## config.mk

```make
export PLATFORM = sky130hd
export DESIGN_NAME = redirect_arbiter
export DESIGN_NICKNAME = d
export VERILOG_FILES = /design/src/rtl/redirect_arbiter.sv
export SDC_FILE = /design/constraint.sdc
export NUM_CORES = 1
export LEC_CHECK = 0
export ABC_AREA = 0
export CELL_PAD_IN_SITES_DETAIL_PLACEMENT = 1
export CELL_PAD_IN_SITES_GLOBAL_PLACEMENT = 1
export CORE_ASPECT_RATIO = 1.1
export CORE_UTILIZATION = 26
export CTS_CLUSTER_SIZE = 20
export DETAILED_ROUTE_END_ITERATION = 7
export GPL_ROUTABILITY_DRIVEN = 0
export GPL_TIMING_DRIVEN = 0
export PLACE_DENSITY_LB_ADDON = 0.2
export SETUP_SLACK_MARGIN = 0.02
export SYNTH_ARGS = -nofsm -noshare
export SYNTH_HDL_FRONTEND = slang
export SYNTH_SLANG_ARGS = --single-unit
export TNS_END_PERCENT = 10
```

## constraint.sdc

```tcl
create_clock -name clk -period 3 [get_ports clk]
set_input_delay 0.45 -clock clk [delete_from_list [all_inputs] [get_ports clk]]
set_output_delay 0.45 -clock clk [all_outputs]
set_load 0.1 [all_outputs]
```

## src/rtl/redirect_arbiter.sv

```systemverilog
// Front-end redirect controller: fixed-priority arbitration of PC redirects, flush/refill
// sequencing with epoch tagging, and re-issue of a redirect whose target never shows up.
module redirect_arbiter #(
  parameter int unsigned NUM_SRC        = 3,
  parameter int unsigned FLUSH_CYCLES   = 1,
  parameter int unsigned REFILL_TIMEOUT = 16,
  parameter int unsigned EPOCH_W        = 2,
  parameter logic [31:0] PC_RESET       = 32'h0000_0000
) (
  input  logic                  clk,
  input  logic                  rst_n,
  input  logic [NUM_SRC-1:0]    req_valid_i,
  input  logic [NUM_SRC*32-1:0] req_target_i,
  output logic [NUM_SRC-1:0]    req_ack_o,
  output logic                  redir_valid_o,
  output logic [31:0]           redir_target_o,
  output logic                  flush_o,
  output logic [EPOCH_W-1:0]    epoch_o,
  input  logic                  if_valid_i,
  input  logic [31:0]           if_pc_i,
  output logic                  busy_o,
  output logic                  retry_o
);

  localparam int unsigned SRC_W = (NUM_SRC > 1) ? $clog2(NUM_SRC) : 1;
  localparam int unsigned FC_W  = (FLUSH_CYCLES > 1) ? $clog2(FLUSH_CYCLES) : 1;
  localparam int unsigned TO_W  = $clog2(REFILL_TIMEOUT);
  localparam logic [FC_W-1:0] FLUSH_LAST = FC_W'(FLUSH_CYCLES - 1);
  localparam logic [TO_W-1:0] TO_LAST    = TO_W'(REFILL_TIMEOUT - 1);

  typedef enum logic [1:0] {
    S_IDLE,
    S_FLUSH,
    S_REFILL
  } state_e;

  state_e             state_q, state_d;
  logic [FC_W-1:0]    fcnt_q, fcnt_d;
  logic [TO_W-1:0]    rcnt_q, rcnt_d;
  logic [31:0]        tgt_q, tgt_d;
  logic [EPOCH_W-1:0] epoch_q, epoch_d;
  logic               redir_q, redir_d;
  logic               retry_q, retry_d;
  logic               busy_q, busy_d;
  logic               en_q;

  logic [SRC_W-1:0]   win_idx;
  logic [31:0]        win_tgt;
  logic               accept;
  logic               match;

  // Ascending scan so the highest-index requester overwrites lower ones.
  always_comb begin
    win_idx = '0;
    for (int i = 0; i < NUM_SRC; i++) begin
      if (req_valid_i[i]) win_idx = SRC_W'(i);
    end
    win_tgt = req_target_i[32*win_idx +: 32];
  end

  // en_q keeps acks off during reset and for the first cycle after release.
  assign accept = en_q && (|req_valid_i) && (state_q == S_IDLE || state_q == S_REFILL);
  assign match  = (state_q == S_REFILL) && if_valid_i && (if_pc_i == tgt_q);

  always_comb begin
    state_d   = state_q;
    fcnt_d    = fcnt_q;
    rcnt_d    = rcnt_q;
    tgt_d     = tgt_q;
    epoch_d   = epoch_q;
    redir_d   = 1'b0;
    retry_d   = 1'b0;
    req_ack_o = '0;

    if (accept) begin
      // A fresh request wins over completion or timeout in the same cycle.
      req_ack_o[win_idx] = 1'b1;
      tgt_d   = {win_tgt[31:1], 1'b0};
      redir_d = 1'b1;
      epoch_d = epoch_q + EPOCH_W'(1);
      fcnt_d  = '0;
      state_d = S_FLUSH;
    end else begin
      unique case (state_q)
        S_FLUSH: begin
          if (fcnt_q == FLUSH_LAST) begin
            rcnt_d  = '0;
            state_d = S_REFILL;
          end else begin
            fcnt_d = fcnt_q + FC_W'(1);
          end
        end
        S_REFILL: begin
          if (match) begin
            state_d = S_IDLE;
          end else if (rcnt_q == TO_LAST) begin
            redir_d = 1'b1;
            retry_d = 1'b1;
            epoch_d = epoch_q + EPOCH_W'(1);
            fcnt_d  = '0;
            state_d = S_FLUSH;
          end else begin
            rcnt_d = rcnt_q + TO_W'(1);
          end
        end
        default: ;
      endcase
    end

    busy_d = (state_d != S_IDLE);
  end

  always_ff @(posedge clk or negedge rst_n) begin
    if (!rst_n) begin
      state_q <= S_IDLE;
      fcnt_q  <= '0;
      rcnt_q  <= '0;
      tgt_q   <= PC_RESET;
      epoch_q <= '0;
      redir_q <= 1'b0;
      retry_q <= 1'b0;
      busy_q  <= 1'b0;
      en_q    <= 1'b0;
    end else begin
      state_q <= state_d;
      fcnt_q  <= fcnt_d;
      rcnt_q  <= rcnt_d;
      tgt_q   <= tgt_d;
      epoch_q <= epoch_d;
      redir_q <= redir_d;
      retry_q <= retry_d;
      busy_q  <= busy_d;
      en_q    <= 1'b1;
    end
  end

  assign redir_valid_o  = redir_q;
  assign redir_target_o = tgt_q;
  assign flush_o        = (state_q == S_FLUSH);
  assign epoch_o        = epoch_q;
  assign busy_o         = busy_q;
  assign retry_o        = retry_q;

endmodule

```

=== Word level (Yosys, flattened, before mapping) ===
Index checks and enable logic that the tools add are counted.

* Register bits: 44
* Input bits: 134
* Output and inout bits: 41
* Word-level logic and storage cells: 70

* $add $sub $neg: 3
* Shifts and indexed selects: 1
* Multiplexer cells: 28
* $lt $le $gt $ge: 2
* Bitwise logic cells: 1
* Reduce and logical (&&, ||, !) cells: 16
* Equal/unequal tests: 10

{| class="wikitable"
|+ Operators with widths
! cell !! number
|-
| 96-bit by 8-bit variable part select with 32-bit output || 1
|-
| 32-bit == test || 1
|-
| 2-bit 2-to-1 mux || 9
|-
| 4-bit 2-to-1 mux || 3
|-
| 1-bit 2-to-1 mux || 11
|-
| 2-bit != test, second input constant || 4
|-
| 4-bit one-hot mux with 2 select lines || 1
|-
| 2-bit nonzero test || 4
|-
| 3-bit AND reduction || 2
|-
| 1-bit logical AND || 5
|-
| 5-bit AND reduction || 1
|-
| 4-bit by 1-bit adder with 4-bit output, second input constant || 1
|-
| 4-bit == test, second input constant || 1
|-
| 2-bit one-hot mux with 2 select lines || 1
|-
| 2-bit by 3-bit < comparator with 1-bit output, second input constant || 1
|-
| 3-bit 2-to-1 mux || 1
|-
| 3-bit by 2-bit != test with 1-bit output, second input constant || 1
|-
| 3-bit != test, second input constant || 1
|-
| 3-bit nonzero test || 1
|-
| 3-bit OR reduction || 1
|-
| 2-bit by 1-bit adder with 2-bit output, second input constant || 1
|-
| 1-bit demux with 2-bit select || 1
|-
| 2-bit by 1-bit == test with 1-bit output, second input constant || 1
|-
| 2-bit == test, second input constant || 1
|-
| 6 further kinds || 6
|}

=== Longest topological paths before layout ===
* Depth after elaboration: 7
* Gate-level depth with buffers: 8
* Mapped depth without buffers: 8

=== Least setup slack after synthesis ===
No wires, ideal clock.

* Path kind: reg-to-output
* Start point: reg state_q[0]
* End point: out req_ack_o[0]
* Stages on the path, launching flop included: 8
* Buffers on the path: 2
* Required time: 2,550 ps
* Data arrival time: 3,575 ps
* Slack: -1,025 ps
* Cells stage by stage: dfrtp_1 -> inv_1 -> ha_1 -> o21ai_1 -> or2_2 -> clkbuf_1 -> clkbuf_1 -> nor3_1

* Longest elaborated chain between the ends: 4
* Elaborated cells on any way between the ends: 5
* Classes of those cells: 1 x eq/ne; 1 x mux; 3 x reduce/logical

{| class="wikitable"
|+ Ends and longest elaborated chain
! item !! RTL line !! source
|-
| start: declaration || 37 || <nowiki>state_e state_q, state_d;</nowiki>
|-
| start signal: assignment || 125 || <nowiki>state_q <= state_d;</nowiki>
|-
| 2-bit == test / 2-bit logical NOT (equally long branches) || 62 || <nowiki>assign accept = en_q && (|req_valid_i) && (state_q == S_IDLE || state_q == S_REFILL);</nowiki>
|-
| 1-bit logical OR (*) || 62 ||
|-
| 1-bit logical AND (*) || 62 ||
|-
| 3-bit 2-to-1 mux (*) || 75 || <nowiki>if (accept) begin</nowiki>
|-
| end: declaration || 14 || <nowiki>output logic [NUM_SRC-1:0] req_ack_o,</nowiki>
|}

Mark *: on every way between the ends. The rest lies on a longest branch, timed or not.

=== Final worst setup path ===
* Start point: in req_valid_i[2]
* End point: out req_ack_o[2]

* Longest elaborated chain between the ends: 6
* Elaborated cells on any way between the ends: 10
* Classes of those cells: 2 x order compare; 4 x mux; 4 x reduce/logical

{| class="wikitable"
|+ Ends and longest elaborated chain
! item !! RTL line !! source
|-
| start: declaration || 12 || <nowiki>input logic [NUM_SRC-1:0] req_valid_i,</nowiki>
|-
| 2-bit 2-to-1 mux || 56 || <nowiki>if (req_valid_i[i]) win_idx = SRC_W'(i);</nowiki>
|-
| 2-bit by 3-bit < comparator with 1-bit output (not written as such) / 2-bit by 1-bit greater-or-equal comparator with 1-bit output (equally long branches) || 77 || <nowiki>req_ack_o[win_idx] = 1'b1;</nowiki>
|-
| 1-bit logical AND (not written as such) || 77 ||
|-
| 1-bit 2-to-1 mux (not written as such) || 77 ||
|-
| 1-bit demux with 2-bit select || 77 ||
|-
| 3-bit 2-to-1 mux (*) || 75 ||
|}

Marked as above.

==> impl_metrics.env <==
export IMPL_fillCellCount=1244
export IMPL_grt_pass1_vias=3331
export IMPL_grt_antenna_before_repair=0
export IMPL_transition_at_the_pin_with_the_smallest_max_transition_slack_ns=1.01
export IMPL_report_final_hold_viol_count=0
export IMPL_layout_nets=637
export IMPL_die_h_um=111
export IMPL_cts_made_buffers=5
export IMPL_synthToLayoutAreaGrowth_pct=73.0
export IMPL_worst_flop_to_flop_path_startpoint="state_q[0]"
export IMPL_post_route_cells_drive_above_1_share=0.0560
export IMPL_synth_top_area_frac=0.384
export IMPL_crit_fanout=10
export IMPL_power_density_nw_per_um2=1000
export IMPL_hpwl_um=9090
export IMPL_final_period_utilization=0.973
export IMPL_rows=39
export IMPL_post_drt_via_cell_ratio=4.66
export IMPL_timing_hold_worst_class="primary input to asynchronous set/reset pin"
export IMPL_timing_max_slew_rel_slack=0.324
export IMPL_mostFrequentLayoutCells="sky130_fd_sc_hd__clkdlybuf4s50_1 (165), sky130_fd_sc_hd__dfrtp_1 (43), sky130_fd_sc_hd__nand2_1 (38), sky130_fd_sc_hd__a21oi_1 (36)"
export IMPL_io_buffers=169
export IMPL_final_report_setup_violation_count=0
export IMPL_cp_end_kind="primary output"
export IMPL_yosys_area_top_type="sky130_fd_sc_hd__dfrtp_1"
export IMPL_postSynthAreaPerCell_um2=8.67
export IMPL_drv_max_cap_violation_count=0
export IMPL_routed_wire_length_per_instance_um=17.0
export IMPL_static_leakage_power_uw=0.00196
export IMPL_cts_max_level=2
export IMPL_ys_seq_elements=43
export IMPL_grt_max_degree=30
export IMPL_core_area_um2=10400
export IMPL_final_core_utilization=0.464
export IMPL_grt_ovfl_total=0
export IMPL_num_io_pins=175
export IMPL_detail_route_first_pass_iterations=4
export IMPL_mostFrequentLayoutCell="sky130_fd_sc_hd__clkdlybuf4s50_1"
export IMPL_setup_repair_after_global_routing_missed_its_margin="yes"
export IMPL_die_width_um=101
export IMPL_startpoint_types="primary input"
export IMPL_fin_skew_ns=0.00746
export IMPL_worst_skew_pair_late_latency_ns=0.29
export IMPL_ys_warnings=0
export IMPL_finalMaxSlewViolations=0
export IMPL_clk_pin_slew_worst_paths_ns=0.06
export IMPL_initialDrtViolationCount=52
export IMPL_worst_ir_drop_on_vdd_uv=443
export IMPL_clk_root_buffer_cell="sky130_fd_sc_hd__clkbuf_16"
export IMPL_achievable_frequency_mhz=343
export IMPL_critical_path_required_ns=2.55
export IMPL_finalCriticalPeriod_ns=2.92
export IMPL_global_route_usage_total=0.201
export IMPL_initial_utilization=0.268
export IMPL_status="completed"
export IMPL_drtAntennaViolNets=0
export IMPL_clockBufferDepth=2
export IMPL_floorplan_die_area_um2=11200
export IMPL_remaining_drc_errors=0
export IMPL_cts_sinks=43
export IMPL_post_synth_num_cell_types=41
export IMPL_crit_type="primary input to primary output"
export IMPL_synth_seq_area_share=0.384
export IMPL_grt_first_pass_wirelength_um=17100
export IMPL_arrival_worst_endpoint_ns=2.47
export IMPL_antennaDiodeCount=0
export IMPL_synth_cell_area_um2=2800
export IMPL_ys_top_cells_by_area="sky130_fd_sc_hd__dfrtp_1 (38%), sky130_fd_sc_hd__mux2i_1 (11%), sky130_fd_sc_hd__xnor2_1 (8.1%), sky130_fd_sc_hd__a21oi_1 (6.4%), sky130_fd_sc_hd__o21ai_0 (5.9%)"
export IMPL_vias=2998
export IMPL_wirelength_um=10900
export IMPL_cts_setup_buffers=0
export IMPL_final_setup_tns_ns=0
export IMPL_synthesis_instances=323
export IMPL_cts_tree="built"
export IMPL_critical_path_startpoint="req_valid_i[2]"
export IMPL_mappedNetlistNets=461
[routing by layer]
layer  track usage  up-vias  wire length, um
met5             0        -                0
met4        0.0483        0              201
met3        0.0542       14              624
met2         0.376       90             5880
met1         0.220     1421             4220
li1              -     1473                -
[synthesized netlist by cell type (all sizes together)]
cell type and count:
a21oi 37, nand3b 1, nor3b 2, xor2 8, o2111ai 1, buf 4
nand2b 1, nor4 3, nand2 38, a41oi 1, nand3 3, a22o 1
nand4 12, clkbuf 16, o21bai 1, dfrtp 43, nor4b 2, mux2i 31
a211oi 2, and3 2, inv 2, a311oi 1, and2 2, ha 4
mux2 1, or4 2, or2 3, conb 2, o21ai 35, nor3 2
nor2 33, xnor2 26, a31oi 1
[state kept, by name, indices dropped and copies added (netlist names)]
register	cells
redir_target_o	31
rcnt_q	4
epoch_o	2
state_q	2
busy_o	1
en_q	1
redir_valid_o	1
retry_o	1
[cell type report]
cell class	instances	area, um^2	share of cell area
clock buffer	6	129	0.0266
clock inverter	2	12.5	0.00258
multi-input combinational	258	1650	0.340
inverter	2	7.51	0.00155
buffer	19	80.1	0.0165
timing repair buffer	170	1710	0.353
tap	143	179	0.0370
sequential	43	1080	0.222
[repair_timing]
| action | CTS | global route |
|---|---|---|
| setup endpoints to repair | 3 | 2 |
| hold endpoints to repair | 0 | 0 |
| gates resized for setup | 16 | 0 |
| hold buffers | 0 | 0 |
[through the flow]
| step | setup slack (ns) | hold WS, ns | instances | instance area [um^2] | power (uW) |
|---|---|---|---|---|---|
| finish | 0.0807 | 0.0891 | 643 | 4840 | 4850 |
| global placement | -0.780 | 0.465 | 635 | 4680 | 4300 |
| global route | -0.0322 | 0.123 | 643 | 4840 | 5090 |
| CTS | -0.0189 | 0.104 | 644 | 4840 | 4900 |
| detailed placement | -0.775 | 0.401 | 636 | 4690 | 4350 |
| floorplan | -0.186 | 0.154 | 323 | 2810 | 3380 |
[cells by family after synthesis]
family | synth area share
compound gates | 0.153
flops | 0.384
mux | 0.115
other cells | 0.00268
fa+ha+maj | 0.0179
buf+inv | 0.0317
xor+xnor | 0.106
simple gates | 0.189
[critical path, cell delays in order]
cell,delay [ns]
sky130_fd_sc_hd__clkdlybuf4s50_1,0.51
sky130_fd_sc_hd__clkbuf_1,0.42
sky130_fd_sc_hd__clkbuf_2,0.35
sky130_fd_sc_hd__and2_1,0.18
sky130_fd_sc_hd__clkdlybuf4s15_2,0.55
[where the power goes]
group / total (uW) / internal (uW) / switching [uW]
clock: 541 / 308 / 233
combinational: 3260 / 869 / 2390
sequential: 1050 / 814 / 235
total: 4850 / 1990 / 2860
[worst paths after layout]
kind / endpoint / slack (ns) / cells after the start
max: req_ack_o[2] / 0.08 / 5
min: epoch_o[1] / 0.09 / 1
max reg2reg: rcnt_q[0] / 0.61 / 8
min reg2reg: epoch_o[1] / 0.47 / 1
max in group asynchronous: rcnt_q[2] / 2.41 / 2
min in group clk: epoch_o[1] / 0.47 / 1
(Power assumes the default switching activity.)
